## src/rtl/vsm_control_unit.sv

```systemverilog
// VSM control unit: fetch/decode/execute sequencer driving PC and accumulator.
// Optional single-step mode via VSM_SINGLE_STEP_EN (adds the Step input).
module vsm_control_unit #(
    parameter int ROM_LAT   = 1,
    parameter int WRAP_HALT = 1
) (
    input  logic       MainClock,
    input  logic       ClearSystem,
    input  logic       Run,
`ifdef VSM_SINGLE_STEP_EN
    input  logic       Step,
`endif
    input  logic [3:0] PC,
    input  logic [7:0] Instr,
    input  logic       AccZero,
    output logic       EnableCount,
    output logic       ClearCounter,
    output logic [7:0] IR,
    output logic [1:0] AccOp,
    output logic       AccStrobe,
    output logic [3:0] Operand,
    output logic       Halted,
    output logic       WrapFlag
);

    typedef enum logic [2:0] {
        IDLE,
        FETCH,
        DECODE,
        EXEC,
        ADVANCE,
        HALT
    } stateT;

    localparam logic [1:0] LatLast = 2'(ROM_LAT - 1);

    stateT      state;
    stateT      nextState;
    logic [1:0] fetchCnt;
    logic [1:0] fetchCntNext;
    logic [7:0] irNext;
    logic [1:0] opNext;
    logic       strobeNext;
    logic       clrNext;
    logic       wrapNext;
    logic       start;
    stateT      resume;

`ifdef VSM_SINGLE_STEP_EN
    logic stepQ;
    logic stepPend;
    logic stepAvail;

    // A Step rising edge arms exactly one instruction; it is consumed on start.
    always_ff @(posedge MainClock) begin
        if (ClearSystem) begin
            stepQ    <= 1'b0;
            stepPend <= 1'b0;
        end else begin
            stepQ    <= Step;
            stepPend <= stepAvail & ~start;
        end
    end

    assign stepAvail = stepPend | (Step & ~stepQ);
    assign start     = Run & stepAvail;
    assign resume    = IDLE;
`else
    assign start  = Run;
    assign resume = Run ? FETCH : IDLE;
`endif

    // Next-state and next-output decode; outputs are registered below.
    always_comb begin
        nextState    = state;
        fetchCntNext = 2'd0;
        irNext       = IR;
        opNext       = AccOp;
        strobeNext   = 1'b0;
        clrNext      = 1'b0;
        wrapNext     = WrapFlag;
        unique case (state)
            IDLE: begin
                if (start) nextState = FETCH;
            end
            FETCH: begin
                if (fetchCnt == LatLast) nextState = DECODE;
                else fetchCntNext = fetchCnt + 2'd1;
            end
            DECODE: begin
                irNext    = Instr;
                nextState = EXEC;
                // Strobe is timed to be high during EXEC.
                case (Instr[7:4])
                    4'h1: begin strobeNext = 1'b1; opNext = 2'b00; end
                    4'h2: begin strobeNext = 1'b1; opNext = 2'b01; end
                    4'h3: begin strobeNext = 1'b1; opNext = 2'b10; end
                    4'h5: begin strobeNext = 1'b1; opNext = 2'b11; end
                    default: ;
                endcase
            end
            EXEC: begin
                if (IR[7:4] == 4'hF) begin
                    nextState = HALT;
                end else if (IR[7:4] == 4'h4 && AccZero) begin
                    // Clear lands before the ROM is sampled in DECODE.
                    clrNext   = 1'b1;
                    nextState = resume;
                end else begin
                    nextState = ADVANCE;
                end
            end
            ADVANCE: begin
                nextState = resume;
                if (PC == 4'hF) begin
                    wrapNext = 1'b1;
                    if (WRAP_HALT != 0) nextState = HALT;
                end
            end
            HALT: nextState = HALT;
            default: nextState = IDLE;
        endcase
    end

    // State and registered outputs; reset forces the counter clear.
    always_ff @(posedge MainClock) begin
        if (ClearSystem) begin
            state        <= IDLE;
            fetchCnt     <= 2'd0;
            IR           <= 8'h00;
            AccOp        <= 2'b00;
            AccStrobe    <= 1'b0;
            EnableCount  <= 1'b0;
            ClearCounter <= 1'b1;
            Halted       <= 1'b0;
            WrapFlag     <= 1'b0;
        end else begin
            state        <= nextState;
            fetchCnt     <= fetchCntNext;
            IR           <= irNext;
            AccOp        <= opNext;
            AccStrobe    <= strobeNext;
            EnableCount  <= (nextState == ADVANCE);
            ClearCounter <= clrNext;
            Halted       <= (nextState == HALT);
            WrapFlag     <= wrapNext;
        end
    end

    assign Operand = IR[3:0];

endmodule

```

## config.mk

```make
export PLATFORM = sky130hd
export DESIGN_NAME = vsm_control_unit
export DESIGN_NICKNAME = d
export VERILOG_FILES = /design/src/rtl/vsm_control_unit.sv
export SDC_FILE = /design/constraint.sdc
export NUM_CORES = 1
export LEC_CHECK = 0
export BUFFER_PORTS_ARGS = -buffer_cell sky130_fd_sc_hd__buf_2
export CORE_MARGIN = 1
export CORE_UTILIZATION = 53
export CTS_BUF_LIST = sky130_fd_sc_hd__clkbuf_8
export DETAILED_ROUTE_END_ITERATION = 12
export PLACE_DENSITY = 0.86
export SYNTH_ARGS = -nofsm -noshare
export SYNTH_HDL_FRONTEND = slang
export SYNTH_SLANG_ARGS = --single-unit
export TNS_END_PERCENT = 20
```

## constraint.sdc

```tcl
create_clock -name MainClock -period 2.2 [get_ports MainClock]
set_input_delay 0.22 -clock MainClock [delete_from_list [all_inputs] [get_ports MainClock]]
set_output_delay 0.22 -clock MainClock [all_outputs]
set_load 0.03 [all_outputs]
```

== Word-level counts from Yosys, hierarchy flattened ==
Cells that the tools add are included.
Word-level totals
  register bits: 20
  output and inout port bits: 19
  input port bits: 16
  logic and storage cells: 47
Cells by class
  reductions and logical operators: 9
  multiplexer cells: 12
  add/subtract/negate cells: 1
  bitwise logic cells: 2
  equal/unequal tests: 14
Operator list (number)
  3-bit one-hot mux with 6 select lines: 1
  3-bit two-way mux: 5
  3-bit == test, second input constant: 4
  4-bit by 2-bit == test with 1-bit output, second input constant: 2
  4-bit by 3-bit == test with 1-bit output, second input constant: 2
  4-bit == test, second input constant: 2
  2-bit one-hot mux with 4 select lines: 1
  3-bit by 2-bit == test with 1-bit output, second input constant: 2
  1-bit two-way mux: 5
  4-bit by 1-bit == test with 1-bit output, second input constant: 1
  2-bit AND reduction: 2
  4-bit nonzero test: 1
  4-bit OR reduction: 1
  3-bit by 1-bit == test with 1-bit output, second input constant: 1
  3-bit logical NOT: 1
  3-bit OR reduction: 1
  2-bit by 1-bit adder with 2-bit output, second input constant: 1
  2-bit logical NOT: 1
  1-bit NOT: 2
  2-bit OR reduction: 1
  1-bit logical AND: 1

== Logic depth before layout (Yosys ltp) ==
Gate-level depths: netlist (run 1).
  depth in word-level cells: 6
  depth in mapped cells: 6
  mapped depth without buffers: 6

== Worst setup path before layout (run 1) ==
OpenSTA, ideal clock, no wires.
  path kind: reg-to-reg
  start point: reg IR[7]
  end point: reg EnableCount
  stages on the path, launching flop included: 5
  arrival time: 1421 ps
  setup slack: 714 ps
  buffers on the path: 0
  data required time: 2135 ps
  setup time: 65 ps
  cell sequence: dfxtp_1 -> and2b_2 -> a41o_1 -> a221oi_2 -> nor2b_1
On the way
  cells in the longest elaborated chain, start to end: 6
Ends and longest elaborated chain
  start, declared: line 18  | output logic [7:0] IR,
  start signal, assigned: line 140  | IR <= irNext;
  4-bit by 3-bit == test with 1-bit output: line 105  | end else if (IR[7:4] == 4'h4 && AccZero) begin
  1-bit logical AND: line 105
  3-bit two-way mux: line 105
  3-bit two-way mux (*): line 103  | if (IR[7:4] == 4'hF) begin
  3-bit one-hot mux with 6 select lines (*): line 82  | unique case (state)
  3-bit == test (*): line 143  | EnableCount <= (nextState == ADVANCE);
  end signal, assigned: line 143
  end, declared: line 16  | output logic EnableCount,
Mark *: on every way between the ends. The rest lies on a longest branch, timed or not.
A chain may end at the register's enable or synchronous reset.

== Worst setup path in the final report (run 1) ==
  start point: reg state[2]
  end point: reg EnableCount
On the way
  cells in the longest elaborated chain, start to end: 3
Ends and longest elaborated chain
  start, declared: line 37  | stateT state;
  start signal, assigned: line 138  | state <= nextState;
  3-bit == test, or another cell as far along: line 82
  3-bit one-hot mux with 6 select lines (*): line 82
  3-bit == test (*): line 143
Marked as above.

==> results of run 1 <==
## through the flow
stage,power [mW],instances
after global routing,0.813,139
after floorplan,0.513,93
after detailed placement,0.552,136
after CTS,0.784,139
after global placement,0.548,136
final,0.775,139
## final cells by class
type	count	share of cell area, %
well taps	16	1.86
flip-flops and latches	20	37.3
clock buffers	3	3.84
multi-input cells	59	38.4
inverters	6	2.10
repair buffers	35	16.5
## logic make-up (layout without fill, tap and decap cells)
family	count (synthesis)	after routing	share of synthesized area (%)
AND/OR/NAND/NOR	34	34	22.4
flip-flops	20	20	44.9
AO/OA/AOI/OAI	16	16	13.5
buffers and inverters	14	44	8.84
multiplexers	8	8	8.98
adder cells (fa/ha/maj)	1	1	1.40
## routing by layer
metal	global-route usage, %	part of all wire [%]	up-vias
li1	-	-	383
met1	27.1	42	361
met2	36.4	51	32
met3	3.83	6.3	2
met4	10.9	0.49	0
met5	0	0	-
## placed cells by master, fill, tap and decap left out, drive strengths merged
cell type / count
a31oi: 4
a221oi: 1
o21a: 1
ha: 1
nor3b: 3
and3b: 1
nor2: 14
o21ai: 2
a41o: 2
nand3b: 1
nor2b: 3
a32o: 1
a41oi: 1
inv: 6
clkbuf: 3
mux2i: 8
buf: 35
nand3: 1
nor3: 2
a211o: 1
and2b: 4
and4: 2
nand2b: 1
dfxtp: 20
and3: 2
a21oi: 3
## power groups by stage
stage	combinational, mW	clock (mW)	sequential, mW
floorplan	0.0879	0	0.425
global placement	0.144	0	0.403
detailed placement	0.147	0	0.405
CTS	0.148	0.239	0.397
global route	0.160	0.253	0.400
finish	0.147	0.229	0.398
## worst min-delay path: cells and delay by family
kind                   cells  cell delay (ns)
multiplexers               1             0.05
buffers and inverters      1             0.08
AND/OR/NAND/NOR            1             0.07
## state kept, by name (all words and copies together), names as in the netlist
register / cells
IR: 8
state: 3
AccOp: 2
fetchCnt: 2
AccStrobe: 1
ClearCounter: 1
EnableCount: 1
Halted: 1
WrapFlag: 1
## worst paths after layout
kind / from / to / slack [ns] / cells past startpoint
worst max-delay path: state[2]$_SDFF_PP0_ / EnableCount$_SDFF_PP0_ / 0.71 / 4
worst min-delay path: Instr[3] / IR[3]$_SDFFE_PP0P_ / 0.20 / 3
worst max register to register: state[2]$_SDFF_PP0_ / EnableCount$_SDFF_PP0_ / 0.71 / 4
worst min register to register: AccOp[0]$_SDFFE_PP0P_ / AccOp[0]$_SDFFE_PP0P_ / 0.46 / 1
==> results.json, run 1 <==
{
  "status": "complete, no violations",
  "period_share_pct": 67.6,
  "post_synth.cell_area_avg_um2": 9.59,
  "max_stage_delay_ns": 0.48,
  "fin_setup_tns_ns": 0,
  "path_cells": "and3b_1 -> a41o_1 -> a221oi_2 -> nor2b_1",
  "drc_errors": 0,
  "drv_slew": 0,
  "via_count": 778,
  "cts.path.max_buffers": 2,
  "avgRoutedWirePerCell_um": 13.1,
  "fin_area_um2": 1070,
  "max_freq_mhz": 673,
  "start_util_pct": 57.9,
  "worstPathRequired_ns": 2.39,
  "grt_max_degree": 17,
  "yosysSeqAreaShare_pct": 44.9,
  "diodes": 0,
  "netlist-cell-type-count": 31,
  "overflow": 0,
  "clk_pin_slew_ns": 0.07,
  "drive_above_1_share_pct": 35.0,
  "synth_ff_type": "dfxtp_1",
  "grtUsageTotal_pct": 21.9,
  "start_kind": "flop",
  "routabilityCongestion": 0.744,
  "cp_num_buf_inv": 0,
  "power_leakage_nw": 0.526,
  "netlist_instances": 93,
  "cts_tree": "built",
  "worstSetupEndpointType": "flop",
  "crit_type": "flop to flop",
  "hpwl_um": 1370,
  "seqPwrFrac_pct": 51.4,
  "grt_pass1_wl_um": 2970,
  "worstMarginPinSlew_ns": 0.306,
  "ys_top_cells_by_area": "dfxtp_1 (45%), mux2i_1 (9.0%), nor2_1 (5.9%), buf_4 (4.2%), a31oi_1 (2.8%)",
  "grt_pass1_vias": 652,
  "cts_resized": 0,
  "synth_top_cell_area_share_pct": 44.9,
  "grt_antenna_before_repair": 0,
  "fin_nets": 142,
  "relSlewSlack_pct": 79.6,
  "p_sw_uw": 214,
  "worstSkewPairLatency_ns": 0.25,
  "synth_edf_count": 0,
  "io_pins": 35,
  "multiInputGateArea_um2": 413,
  "hp-class": "primary input to flop",
  "cts-buffers-inserted": 3,
  "setup_slack_ns": 0.713,
  "avgViaCountPerCell": 5.60,
  "cp_max_fo": 9,
  "cts_setup_buffers": 0,
  "core_area_um2": 1540,
  "cts-root-buf": "clkbuf_8",
  "dpl_cell_area_um2": 1030,
  "ys_warn_count": 0,
  "postSynthNetCount": 110,
  "p_int_uw": 561,
  "portBuffers": 34,
  "grt_setup_unrepaired": "no",
  "clockPowerShare_pct": 29.6,
  "hold_viol": 0,
  "utilization_pct": 69.7,
  "slowest_stage": "dfxtp_1",
  "ff_latch_area_um2": 400,
  "drt_iter0_markers": 18,
  "synthArstFlopShare_pct": 0,
  "die_w_um": 43.0,
  "comb_power_share_pct": 19.0,
  "cap_viol_max_count": 0,
  "hold_slack_ns": 0.203,
  "ctsHoldBuffers": 0,
  "clock_sinks": 20,
  "post-route-min-period_ns": 1.49,
  "die_area_um2": 1850,
  "dr.pass1.iters": 5,
  "rows": 14,
  "syn2layout_area_growth_pct": 20.5,
  "ir_worst_vdd_uv": 426,
  "htree_levels": 1,
  "ys_top_cells_by_count": "dfxtp_1 (20), nor2_1 (14), mux2i_1 (8)",
  "synth_most_common_cell": "dfxtp_1",
  "place_ws_ns": 0.742,
  "cp_top_family": "compound AO/OA/AOI/OAI gates",
  "power_density_nw_per_um2": 721,
  "wl_um": 1830,
  "worstPathArrival_ns": 1.68,
  "fillCellCount": 131,
  "ys_ff_latch": 20,
  "swShare_pct": 27.6,
  "ant_nets": 0,
  "setup_violations": 0,
  "die_h_um": 43.0,
  "synth_top_area_cell": "dfxtp_1",
  "syn_area_um2": 892,
  "fin_worst_skew_ns": 0.00377
}
(Power assumes the default switching activity.)
==> run 2: changes to the inputs <==
--- a/config.mk
+++ b/config.mk
@@ -7,10 +7,10 @@
 export LEC_CHECK = 0
 export BUFFER_PORTS_ARGS = -buffer_cell sky130_fd_sc_hd__buf_2
 export CORE_MARGIN = 1
-export CORE_UTILIZATION = 53
+export CORE_UTILIZATION = 49
 export CTS_BUF_LIST = sky130_fd_sc_hd__clkbuf_8
 export DETAILED_ROUTE_END_ITERATION = 12
-export PLACE_DENSITY = 0.86
+export PLACE_DENSITY = 0.8
 export SYNTH_ARGS = -nofsm -noshare
 export SYNTH_HDL_FRONTEND = slang
 export SYNTH_SLANG_ARGS = --single-unit
==> constraint.sdc (replaced) <==
create_clock -name MainClock -period 1.5 [get_ports MainClock]
set_input_delay 0.15 -clock MainClock [delete_from_list [all_inputs] [get_ports MainClock]]
set_output_delay 0.15 -clock MainClock [all_outputs]
set_load 0.03 [all_outputs]
==> results.json, run 2 (synthesis gave the netlist of run 1 again) <==
{
  "die_h_um": 44.7,
  "syn2layout_area_growth_pct": 27.1,
  "start_util_pct": 52.2,
  "worstPathRequired_ns": 1.69,
  "clock_sinks": 20,
  "rrSetupSlack_ns": 0.09,
  "io_pins": 35,
  "diodes": 0,
  "drc_errors": 0,
  "period_share_pct": 94.3,
  "rows": 15,
  "die_area_um2": 2000,
  "max_stage_delay_ns": 0.38,
  "portBuffers": 34,
  "setup_slack_ns": 0.0859,
  "cp_num_buf_inv": 0,
  "worstSkewPairLatency_ns": 0.25,
  "grt_setup_unrepaired": "yes",
  "grt_pass1_wl_um": 2730,
  "grt_antenna_before_repair": 0,
  "regMostFlops": "IR",
  "cts-buffers-inserted": 3,
  "setup_violations": 0,
  "via_count": 751,
  "cts-root-buf": "clkbuf_8",
  "grt_max_degree": 17,
  "wl_um": 1720,
  "fin_setup_tns_ns": 0,
  "gr-usage-met3_pct": 4.90,
  "fin_area_um2": 1130,
  "ant_nets": 0,
  "worst-path-stages": 4,
  "cap_viol_max_count": 0,
  "die_w_um": 44.7,
  "clk_pin_slew_ns": 0.07,
  "final_common_cell": "buf_2",
  "grtUsageTotal_pct": 19.3,
  "status": "complete, no violations",
  "post-route-min-period_ns": 1.41,
  "worstMarginPinSlew_ns": 0.297,
  "ir_worst_vdd_uv": 823,
  "avgRoutedWirePerCell_um": 11.4,
  "fillCellCount": 135,
  "power_density_nw_per_um2": 1170,
  "grt_pass1_vias": 650,
  "avgViaCountPerCell": 4.97,
  "ctsHoldBuffers": 0,
  "cts_setup_buffers": 0,
  "final_cell_mix": "buf_2 (34), dfxtp_1 (18), nor2_1 (14)",
  "crit_type": "flop to flop",
  "core_area_um2": 1710,
  "cts_resized": 0,
  "slowest_stage": "dfxtp_1",
  "worstPathArrival_ns": 1.61,
  "fin_nets": 144,
  "fin_worst_skew_ns": 0.00331,
  "dpl_cell_area_um2": 1060,
  "dr.pass1.iters": 4,
  "htree_levels": 1,
  "place_ws_ns": 0.102,
  "power_leakage_nw": 0.552,
  "drt_iter0_markers": 8,
  "hpwl_um": 1350,
  "cp_max_fo": 9,
  "largestRegisters": "IR x8, state x3",
  "use_met2_pct": 30.3,
  "drv_slew": 0,
  "cts_tree": "built",
  "ff2ff_path_depth": 4,
  "grt_busiest_layer": "met2",
  "use_met1_pct": 23.8,
  "routabilityCongestion": 0.791,
  "hp-class": "primary input to flop",
  "worstHoldPathCells": 3,
  "relSlewSlack_pct": 80.2,
  "hold_viol": 0,
  "overflow": 0,
  "hold_slack_ns": 0.128,
  "path_cells": "and4_1 -> a211o_1 -> a221oi_2 -> nor2b_1",
  "worstSetupEndpointType": "flop",
  "largest_reg_flops": 8,
  "cp_top_family": "compound AO/OA/AOI/OAI gates",
  "cts.path.max_buffers": 2,
  "drive_above_1_share_pct": 38.1,
  "max_freq_mhz": 707,
  "start_kind": "flop"
}
run 2: changes by cell type in the layout (fill, tap and decap cells not counted), sizes merged:
cell / delta
buf: +2
bufinv: +1
run 2: layout make-up:
cell class	instances	area, um^2	share of cell area (%)
multi-input combinational	59	413	36.4
clock buffer	3	41.3	3.64
sequential	20	403	35.5
clock inverter	1	30.0	2.65
timing repair buffer	37	193	17.0
tap	25	31.3	2.76
inverter	6	22.5	1.99
run 2: per-stage QoR:
step	power, mW	util, %	std cells
finish	1.33	66.4	151
global route	1.39	66.4	151
CTS	1.34	66.2	151
detailed placement	0.814	62.1	147
global placement	0.809	62.1	147
floorplan	0.752	-	93
run 2: tightest hold or removal path, delay by kind of cell:
kind,cells,cell delay [ns]
buf+inv,1,0.07
mux,1,0.05
simple gates,1,0.07
run 2: power by group:
part           switching, mW  total [mW]  internal [mW]
clock                  0.168       0.523          0.356
sequential            0.0259       0.583          0.557
combinational          0.128       0.220         0.0925
run 2: metal layers:
| layer | vias up | part of all wire (%) |
|---|---|---|
| li1 | 388 | - |
| met1 | 337 | 46 |
| met2 | 24 | 47 |
| met3 | 2 | 5.6 |
| met4 | 0 | 1.2 |
| met5 | - | 0 |
run 2: final timing paths:
check	from	endpoint
setup / recovery	state[1]$_SDFF_PP0_	EnableCount$_SDFF_PP0_
hold / removal	Instr[0]	IR[0]$_SDFFE_PP0P_
setup reg to reg	state[1]$_SDFF_PP0_	EnableCount$_SDFF_PP0_
hold reg to reg	WrapFlag$_SDFFE_PP0P_	WrapFlag$_SDFFE_PP0P_
==> run 3: changes to the inputs <==
--- a/config.mk
+++ b/config.mk
@@ -11,6 +11,7 @@
 export CTS_BUF_LIST = sky130_fd_sc_hd__clkbuf_8
 export DETAILED_ROUTE_END_ITERATION = 12
 export PLACE_DENSITY = 0.8
+export RECOVER_POWER = 25
 export SYNTH_ARGS = -nofsm -noshare
 export SYNTH_HDL_FRONTEND = slang
 export SYNTH_SLANG_ARGS = --single-unit
==> results.json, run 3 (synthesis gave the netlist of run 1 again) <==
{
  "status": "complete, no violations",
  "worstSetupEndpointType": "flop",
  "setup_violations": 0,
  "grt_setup_unrepaired": "yes",
  "start_kind": "flop",
  "cts-root-buf": "clkbuf_8",
  "clock_sinks": 20,
  "die_area_um2": 2000,
  "hp-class": "primary input to flop",
  "avgRoutedWirePerCell_um": 11.4,
  "swShare_pct": 24.3,
  "io_pins": 35,
  "cts_setup_buffers": 0,
  "drt_iter0_markers": 8,
  "syn2layout_area_growth_pct": 25.9,
  "fin_setup_tns_ns": 0,
  "rows": 15,
  "drive_above_1_share_pct": 31.7,
  "drv_slew": 0,
  "regMostFlops": "IR",
  "wl_um": 1720,
  "grtUsageTotal_pct": 19.3,
  "rrSetupSlack_ns": 0.09,
  "fin_worst_skew_ns": 0.00322,
  "fin_nets": 144,
  "clk_pin_slew_ns": 0.07,
  "stdcell_count": 151,
  "ir_worst_vdd_uv": 823,
  "post-route-min-period_ns": 1.41,
  "cp_max_fo": 9,
  "grt_pass1_wl_um": 2730,
  "period_share_pct": 94.1,
  "die_w_um": 44.7,
  "dr.pass1.iters": 4,
  "fillCellCount": 140,
  "p_sw_uw": 322,
  "max_freq_mhz": 708,
  "hold_viol": 0,
  "ctsHoldBuffers": 0,
  "p_int_mw": 1.00,
  "place_inst": 147,
  "power_leakage_nw": 0.519,
  "slowest_stage": "dfxtp_1",
  "core_area_um2": 1710,
  "seqPwrFrac_pct": 44.0,
  "die_h_um": 44.7,
  "final_common_cell": "buf_2",
  "routabilityCongestion": 0.791,
  "overflow": 0,
  "setup_slack_ns": 0.0883,
  "ant_nets": 0,
  "finalPower_mw": 1.33,
  "start_util_pct": 52.2,
  "drc_errors": 0,
  "cts_tree": "built",
  "grt_max_degree": 17,
  "largest_reg_flops": 8,
  "hold_slack_ns": 0.128,
  "cts.path.max_buffers": 2,
  "final_cell_mix": "buf_2 (26), dfxtp_1 (18), nor2_1 (14)",
  "worstSkewPairLatency_ns": 0.25,
  "avgViaCountPerCell": 5.03,
  "diodes": 0,
  "cts_resized": 0,
  "clockPowerShare_pct": 39.5,
  "place_ws_ns": 0.102,
  "worstPathRequired_ns": 1.69,
  "relSlewSlack_pct": 75.0,
  "via_count": 759,
  "path_cells": "and4_1 -> a211o_1 -> a221oi_2 -> nor2b_1",
  "hpwl_um": 1350,
  "htree_levels": 1,
  "worstMarginPinSlew_ns": 0.377,
  "crit_type": "flop to flop",
  "grt_pass1_vias": 650,
  "cts-buffers-inserted": 3,
  "largestRegisters": "IR x8, state x3",
  "power_density_nw_per_um2": 1180,
  "portBuffers": 34,
  "cap_viol_max_count": 0,
  "grt_antenna_before_repair": 0,
  "max_stage_delay_ns": 0.38,
  "worstPathArrival_ns": 1.60,
  "comb_power_share_pct": 16.5
}
## run 3: cell types whose count changed in the layout (fill, tap and decap cells not counted), sizes merged
cell    previous run  this run
buf               37        29
clkbuf             3        11
## run 3: layer usage
metal,share of wire (%),GRT usage (%),vias up
met2,47,30.3,27
met1,46,23.8,341
li1,-,-,389
met4,1.2,10.9,0
met3,6.3,4.90,2
met5,0,0,-
## run 3: worst max-delay path: cells and delay by family (launching register included)
kind               cells  cell delay [ns]
and+or+nand+nor        2             0.39
AOI/OAI and AO/OA      2             0.57
DFF                    1             0.38
## run 3: stage by stage
| step | util (%) | cell area [um^2] |
|---|---|---|
| after floorplan | - | 892 |
| after global placement | 62.1 | 1060 |
| after detailed placement | 62.1 | 1060 |
| after CTS | 66.2 | 1130 |
| after global routing | 65.8 | 1120 |
| final | 65.8 | 1120 |
## run 3: area by class of cell
cell class / instances / area (um^2) / area share, %
Clock buffer: 3 / 41.3 / 3.67
Clock inverter: 1 / 30.0 / 2.67
Inverter: 6 / 22.5 / 2.00
Multi-Input combinational cell: 59 / 413 / 36.7
Sequential cell: 20 / 403 / 35.9
Tap cell: 25 / 31.3 / 2.78
Timing Repair Buffer: 37 / 183 / 16.3
## run 3: worst paths after layout
kind                       endpoint  cells past startpoint                  start
max          EnableCount$_SDFF_PP0_                      4    state[1]$_SDFF_PP0_
min reg2reg   WrapFlag$_SDFFE_PP0P_                      2  WrapFlag$_SDFFE_PP0P_
min              IR[0]$_SDFFE_PP0P_                      3               Instr[0]
max reg2reg  EnableCount$_SDFF_PP0_                      4    state[1]$_SDFF_PP0_
## run 3: power by group through the flow
stage | logic, mW | registers, mW | clock network (mW)
finish | 0.218 | 0.583 | 0.524
global route | 0.236 | 0.587 | 0.563
CTS | 0.222 | 0.581 | 0.535
detailed placement | 0.221 | 0.593 | 0
global placement | 0.218 | 0.591 | 0
floorplan | 0.129 | 0.623 | 0
